File: config.mk
export PLATFORM = sky130hd
export DESIGN_NAME = fir_channel_feeder
export DESIGN_NICKNAME = d
export VERILOG_FILES = /design/src/rtl/fir_channel_feeder.sv
export SDC_FILE = /design/constraint.sdc
export NUM_CORES = 1
export LEC_CHECK = 0
export CAP_MARGIN = 20
export CORE_MARGIN = 2
export CORE_UTILIZATION = 53
export CTS_BUF_LIST = sky130_fd_sc_hd__clkbuf_4 sky130_fd_sc_hd__clkbuf_8
export DETAILED_ROUTE_END_ITERATION = 12
export PLACE_DENSITY = 0.83
export SLEW_MARGIN = 0
export SYNTH_ARGS = -nofsm -noshare
export SYNTH_HDL_FRONTEND = slang
export SYNTH_SLANG_ARGS = --single-unit
File: constraint.sdc
create_clock -name clk -period 2.2 [get_ports clk]
set_input_delay 0.33 -clock clk [delete_from_list [all_inputs] [get_ports clk]]
set_output_delay 0.33 -clock clk [all_outputs]
set_load 0.05 [all_outputs]
File: src/rtl/fir_channel_feeder.sv
// Snapshots a frame of NUM_CH parallel ADC samples and streams them one channel
// at a time to the FIR core, inserting GAP idle cycles between channels.
module fir_channel_feeder #(
   parameter int NUM_CH = 4,
   parameter int DW     = 16,
   parameter int CW     = 2,
   parameter int GAP    = 19
) (
   input  logic                 clk,
   input  logic                 reset,
   input  logic                 data_ready,
   input  logic [NUM_CH*DW-1:0] in_data,
   output logic                 m_tvalid,
   input  logic                 m_tready,
   output logic [DW-1:0]        m_tdata,
   output logic [CW-1:0]        m_tuser,
   output logic                 busy,
   output logic                 frame_done,
   output logic [7:0]           overrun_cnt
);

   typedef enum logic [1:0] {
      IDLE     = 2'd0,
      SEND     = 2'd1,
      GAP_WAIT = 2'd2
   } state_t;

   localparam logic [CW-1:0] LAST_CH  = CW'(NUM_CH - 1);
   localparam logic [5:0]    GAP_LOAD = 6'(GAP);

   state_t        state_reg;
   logic [CW-1:0] ch_reg;
   logic [5:0]    gap_cnt_reg;
   logic [DW-1:0] in_word  [NUM_CH];
   logic [DW-1:0] snap_reg [NUM_CH];

   logic          handshake;
   logic          last_hs;
   logic          accept;
   logic [CW-1:0] ch_next;

   assign handshake = m_tvalid & m_tready;
   assign last_hs   = (state_reg == SEND) && handshake && (ch_reg == LAST_CH);
   // A strobe coinciding with the final handshake starts the next frame
   // immediately instead of being counted as an overrun.
   assign accept    = data_ready && ((state_reg == IDLE) || last_hs);
   assign ch_next   = ch_reg + CW'(1);

   generate
      for (genvar gi = 0; gi < NUM_CH; gi++) begin : g_snap
         assign in_word[gi] = in_data[gi*DW +: DW];

         always_ff @(posedge clk or negedge reset) begin
            if (!reset) begin
               snap_reg[gi] <= '0;
            end else if (accept) begin
               snap_reg[gi] <= in_word[gi];
            end
         end
      end
   endgenerate

   always_ff @(posedge clk or negedge reset) begin
      if (!reset) begin
         state_reg   <= IDLE;
         ch_reg      <= '0;
         gap_cnt_reg <= '0;
         m_tvalid    <= 1'b0;
         m_tdata     <= '0;
         m_tuser     <= '0;
         busy        <= 1'b0;
         frame_done  <= 1'b0;
         overrun_cnt <= '0;
      end else begin
         frame_done <= 1'b0;

         if (data_ready && !accept && (overrun_cnt != 8'hFF)) begin
            overrun_cnt <= overrun_cnt + 8'd1;
         end

         case (state_reg)
            IDLE: begin
               if (accept) begin
                  state_reg <= SEND;
                  ch_reg    <= '0;
                  m_tvalid  <= 1'b1;
                  m_tdata   <= in_word[0];
                  m_tuser   <= '0;
                  busy      <= 1'b1;
               end
            end

            SEND: begin
               if (handshake) begin
                  if (ch_reg == LAST_CH) begin
                     frame_done <= 1'b1;
                     if (data_ready) begin
                        state_reg <= SEND;
                        ch_reg    <= '0;
                        m_tvalid  <= 1'b1;
                        m_tdata   <= in_word[0];
                        m_tuser   <= '0;
                        busy      <= 1'b1;
                     end else begin
                        state_reg <= IDLE;
                        m_tvalid  <= 1'b0;
                        busy      <= 1'b0;
                     end
                  end else if (GAP == 0) begin
                     ch_reg  <= ch_next;
                     m_tdata <= snap_reg[ch_next];
                     m_tuser <= ch_next;
                  end else begin
                     state_reg   <= GAP_WAIT;
                     m_tvalid    <= 1'b0;
                     gap_cnt_reg <= GAP_LOAD;
                  end
               end
            end

            GAP_WAIT: begin
               // Counter holds the remaining low cycles; present on the last one.
               if (gap_cnt_reg <= 6'd1) begin
                  state_reg   <= SEND;
                  gap_cnt_reg <= '0;
                  ch_reg      <= ch_next;
                  m_tvalid    <= 1'b1;
                  m_tdata     <= snap_reg[ch_next];
                  m_tuser     <= ch_next;
               end else begin
                  gap_cnt_reg <= gap_cnt_reg - 6'd1;
               end
            end

            default: begin
               state_reg <= IDLE;
               m_tvalid  <= 1'b0;
               busy      <= 1'b0;
            end
         endcase
      end
   end

endmodule

==> summary.md <==
| Metric | Value |
|---|---|
| Maximum fanout along the worst path | `5` |
| Clock latency on the worst-skew pair | `0.37 ns` |
| Number of flops mapped to enable cells by yosys | `0` |
| Placement-stage worst setup slack | `0.0895 ns` |
| Via density per instance | `5.43` |
| Number of flip-flops and latches in the synthesized netlist | `100` |
| Max-capacitance violation count | `0` |
| Max-slew violation count | `0` |
| Count of final hold-check violations | `0` |
| Post-Layout Cell Count | `652` |
| Fmax | `501 MHz` |
| Delay of the slowest cell on the worst path | `0.84 ns` |
| Area grow syn2layout | `29.0%` |
| Unrepaired setup endpoints after global routing | `no` |
| Count of unique library cells instantiated by Yosys | `43` |
| I/O pins | `97` |
| Kind of critical path | `flop to output port` |
| Seq/Total Area, Yosys | `55.3%` |
| Vias in the first global route | `3512` |
| Slew of the pin with the lowest slew margin | `0.593 ns` |
| Ant. Diodes | `0` |
| Worst min-delay path class | `primary input to flop` |
| Post-route minimum period | `2.00 ns` |
| Cts bufs inserted | `9` |
| Setup slack of the most critical reg-to-reg path | `0.35 ns` |
| Library cell with the largest summed area after synthesis | `sky130_fd_sc_hd__dfrtp_1` |
| Clock tree sinks | `100` |
| Mapped cell area | `4520 um^2` |
| Number of nets at the end of the flow | `614` |
| Crit start category | `flop` |
| Kind of end point of the critical path | `output port` |
| Warnings from Yosys | `0` |
| Post-DP HPWL | `6790 um` |
| Fraction of final layout cells sized beyond drive strength 1 | `11.2%` |
| Tightest slew margin relative to the limit | `60.5%` |
| R2R Path Start | `ch_reg[1]` |
| Vert. Die Dim | `96.4 um` |
| Largest buffer count on any clock path | `2` |
| Average instance area after synthesis | `10.1 um^2` |
| Total Wirelength | `9890 um` |
| ANT nets after route | `0` |
| Initial Util | `54.8%` |
| Maximum number of pins on one net before global-route repair | `83` |
| Count of input and output buffers | `96` |
| Clk Tree Root Cell | `sky130_fd_sc_hd__clkbuf_8` |
| Leak Pwr | `0.00268 uW` |
| Critical Path Source | `overrun_cnt[4]` |
| Number of failing setup endpoints in the final timing report | `0` |
| Clock Skew | `0.0129 ns` |
| Combined global-route utilization of all metal layers | `22.7%` |
| Clock tree from TritonCTS | `built` |
| Most used flip-flop cell after synthesis | `sky130_fd_sc_hd__dfrtp_1` |
| Top cells by area, synth | `sky130_fd_sc_hd__dfrtp_1 55%, sky130_fd_sc_hd__nand2_1 17%, sky130_fd_sc_hd__mux4_2 8.0%` |
| Result of the run | `finished, final reports clean` |
| Placed instance area | `5640 um^2` |
| Core area | `8260 um^2` |
| Number of optimization iterations in the first detailed-route pass | `4` |
| Post-route setup slack | `0.202 ns` |
| Wire length of the first global-routing pass | `16000 um` |
| Flip-flop count of the largest register after layout | `64` |
| Worst-path cell with the longest stage delay | `sky130_fd_sc_hd__clkdlybuf4s50_1` |
| Critical path data arrival time | `1.67 ns` |
| Initial antenna violation count | `0` |
| Area fraction of the dominant cell type after synthesis | `55.3%` |
| Total overflow reported by the global router | `0` |
| TNS Setup | `0 ns` |
| Capturing element of the worst setup path | `overrun_cnt[4]` |
| Syn Inst Count | `449` |
| Worst path buffer plus inverter count | `1` |
| Total die area | `9290 um^2` |
| Residual DRC | `0` |
| Standard-cell rows | `33` |
| Gp weighted congestion | `0.759` |
| First-iteration detailed-routing DRC count | `192` |
| Post-route clock period utilization | `90.8%` |
| Series of cell instances along the critical path | `clkdlybuf4s50_1` |
| Crit path required time | `1.87 ns` |
| Endpoint of the worst register-to-register path | `overrun_cnt[6]` |
| Inst Count DP | `635` |
| Area of all placed cells without fillers | `5830 um^2` |
| Reg2Reg Depth | `5` |
| Clk slew on worst S/H paths | `0.10 ns` |
| Most frequent cells in the layout | `204 x sky130_fd_sc_hd__nand2_1, 100 x sky130_fd_sc_hd__dfrtp_1, 94 x sky130_fd_sc_hd__clkdlybuf4s50_1, 19 x sky130_fd_sc_hd__nand2b_1, 16 x sky130_fd_sc_hd__mux4_2` |
| Power Density | `1310 nW/um^2` |
| Worst voltage drop across the vdd grid | `0.578 mV` |
| Vias after detailed routing | `3543` |
| Syn_nets | `521` |
| Number of levels the H-tree was split into | `3` |
| Async S/R FF share, synth | `100%` |
| Routed wire per std cell | `15.2 um` |
| Depth of the critical timing path with buffers and inverters included | `1` |
| Most common library cell in the layout ignoring fill and taps | `sky130_fd_sc_hd__nand2_1` |
| Width of the die | `96.4 um` |
| Top delay family on crit path | `buffers and inverters` |
| Number of post-CTS setup repair buffers | `0` |
## cell usage after synthesis, types with 2 or more instances
cell type	n
sky130_fd_sc_hd__ha_1	4
sky130_fd_sc_hd__a2bb2oi_1	2
sky130_fd_sc_hd__clkbuf_1	9
sky130_fd_sc_hd__o221a_2	7
sky130_fd_sc_hd__nand2b_1	19
sky130_fd_sc_hd__dfrtp_1	100
sky130_fd_sc_hd__nand2_1	204
sky130_fd_sc_hd__nor3_1	4
sky130_fd_sc_hd__inv_1	6
sky130_fd_sc_hd__nand3_1	2
sky130_fd_sc_hd__nor2_1	10
sky130_fd_sc_hd__mux2i_1	4
sky130_fd_sc_hd__xor2_1	2
sky130_fd_sc_hd__nor3b_1	2
sky130_fd_sc_hd__mux2_2	3
sky130_fd_sc_hd__buf_2	8
sky130_fd_sc_hd__o21ai_0	7
sky130_fd_sc_hd__mux4_2	16
sky130_fd_sc_hd__a21oi_1	3
sky130_fd_sc_hd__o31ai_1	2
sky130_fd_sc_hd__buf_1	5
sky130_fd_sc_hd__o221a_1	9
## how the worst min path moves through the flow
stage / depth (start not counted) / slack, ns / to / from
after floorplan: 0 / 0.03 / busy / reset
after global placement: 1 / 0.37 / m_tdata[15] / reset
after detailed placement: 1 / 0.37 / snap_reg[63] / reset
after CTS: 3 / 0.47 / snap_reg[34] / in_data[18]
after global routing: 3 / 0.48 / snap_reg[20] / in_data[36]
final: 3 / 0.48 / snap_reg[34] / in_data[18]
## per-stage QoR
| stage | util, % | hold WS (ns) | total power, uW |
|---|---|---|---|
| CTS | 70.6 | 0.472 | 7670 |
| global route | 70.6 | 0.476 | 8120 |
| floorplan | - | 0.0344 | 5440 |
| finish | 70.6 | 0.476 | 7640 |
| detailed placement | 68.3 | 0.374 | 6570 |
| global placement | 68.3 | 0.365 | 6390 |
## where the power goes
| group | leakage, uW | total [uW] | switching (uW) | internal (uW) |
|---|---|---|---|---|
| logic | 0.00137 | 3310 | 1890 | 1420 |
| registers | 0.00122 | 3230 | 566 | 2660 |
| clock network | 0.0000933 | 1100 | 651 | 453 |
## logic make-up (layout without fill, tap and decap cells)
family          count (synthesis)  in the layout  share of synthesized area (%)
simple gates                  249            249                           22.8
compound gates                 38             38                           7.14
mux                            23             23                           9.60
buf+inv                        32            130                           3.40
flops                         100            100                           55.3
fa+ha+maj                       4              4                           1.11
xor+xnor                        3              3                          0.581
## metal layers
metal	global-route usage (%)	vias up	share of wire, %
li1	-	1676	-
met1	31.1	1720	43
met2	37.0	131	49
met3	3.57	16	5.5
met4	8.69	0	1.6
met5	0	-	0
## final cells by class
class                           count  area, um^2
Clock buffer                       10         138
Clock inverter                      6        47.5
Fill cell                         633        2420
Inverter                            6        22.5
Multi-Input combinational cell    317        1880
Sequential cell                   100        2500
Tap cell                          105         131
Timing Repair Buffer              108        1110
## timing repair
item | 4_1_cts | 5_1_grt
endpoints found under the setup margin | 0 | 0
resized for setup | 0 | 0
hold buffers | 1 | 0
endpoints found under the hold margin | 45 | 0
Power figures use the tool's default switching activity.
==> patch: new RTL, same flow settings <==
`NUM_CH`: 4 -> 8.
--- a/src/rtl/fir_channel_feeder.sv
+++ b/src/rtl/fir_channel_feeder.sv
@@ -1,7 +1,7 @@
 // Snapshots a frame of NUM_CH parallel ADC samples and streams them one channel
 // at a time to the FIR core, inserting GAP idle cycles between channels.
 module fir_channel_feeder #(
-   parameter int NUM_CH = 4,
+   parameter int NUM_CH = 8,
    parameter int DW     = 16,
    parameter int CW     = 2,
    parameter int GAP    = 19
Interface: changed (resized in_data); port bits go from 97 to 161. The function was not compared with the original's and may differ.
==> patch against the original RTL <==
- clock skew shrank 0.0037 ns
- sequential cell count is the same
- setup slack lost 0.023 ns
- design area about the same
- power is 1.9% higher
- routed wire length up 7.4%
- synthesized cell count is 3.8% higher
- largest power group unchanged
- synthesized area up 0.19%
- sequential share of layout area hardly changed
==> patch: results (changes against the original RTL) <==
stage,metric,value,unit,change
grt,track_usage,24.4,%,+1.7 points
finish,buffers,106,,-1.9%
critical_path,rrSetupSlack,0.30,ns,-0.05 ns
finish,drive_gt1_share,9.63,%,-1.5 points
placement,placedInstanceArea,0.00561,sq mm,-0.49%
placement,place_ws,0.132,ns,+0.0424 ns
outcome,status,finished clean,,
worst_hold_path,worstHoldStart,snap_reg[79],,
pwr,leakage,2.70,nW,+0.96%
pwr,switching_share,40.9,%,+0.29 points
finish,clkbuf_count,11,,+1
logic_synthesis,yosysUniqueCellTypes,39,,-9.3%
pwr,ir_drop,0.568,mV,-1.8%
grt,use_met2,39.4,%,+2.4 points
logic_synthesis,synthTopCellsByArea,"dfrtp_1 55%, nand2_1 16%, mux4_2 8.0%, o22ai_1 1.9%, nor2_1 1.9%",,
finish,clockNetworkAreaShare,3.58,%,+0.41 points
timing,tightest_slew,0.689,ns,+0.0957 ns
grt,use_met1,33.8,%,+2.6 points
timing,period_share,91.9,%,+1.0 points
finish,multi_input_area,0.00187,sq mm,-0.47%
grt,use_met3,3.34,%,-0.23 points
critical_path,cp.arrival,1.69,ns,+0.02 ns
worst_hold_path,hold-path-endpoint,snap_reg[79],,
critical_path,critPathMaxFanout,6,,+1
timing,hold_slack,0.478,ns,+0.00164 ns
pwr,powerComb,3.32,mW,about the same
pwr,power_density,1340,mW/mm^2,+2.0%
critical_path,r2r_start,gap_cnt_reg[0],,
route,wl_met1,4530,um,+5.4%
finish,buffer_area_share,18.8,%,-0.25 points
worst_hold_path,hold_class,flip-flop to flip-flop,,
grt,grt_pass1_wl,17200,um,+7.4%
grt,grt_pass1_vias,3565,,+1.5%
critical_path,r2r-end,m_tdata[1],,
placement,gp_congestion,0.816,,+7.4%
-- patch: cell count changes in the layout (fill, tap and decap cells not counted), sizes merged, moves of 3 or more --
cell | before | now
a21oi | 3 | 6
nor2b | 0 | 3
nand2b | 19 | 2
nand2 | 204 | 199
o21a | 0 | 3
o221a | 16 | 0
a31oi | 0 | 4
nor2 | 10 | 23
nor3 | 5 | 18
mux2i | 4 | 1
o22ai | 1 | 17
nand3 | 2 | 8
-- patch: timing repair --
item                                    CTS  global route
endpoints found under the setup margin    0             0
hold endpoints to repair                 38             0
hold buffers                              1             0
-- patch: cell families (layout without fill, tap and decap cells) --
logic type / count (synthesis) / count (layout) / share of synthesized area [%]
AND/OR/NAND/NOR: 264 / 264 / 23.8
flip-flops: 100 / 100 / 55.2
AO/OA/AOI/OAI: 43 / 43 / 6.74
buffers and inverters: 32 / 127 / 3.64
multiplexers: 20 / 20 / 8.92
adder cells (fa/ha/maj): 4 / 4 / 1.10
XOR/XNOR: 3 / 3 / 0.580
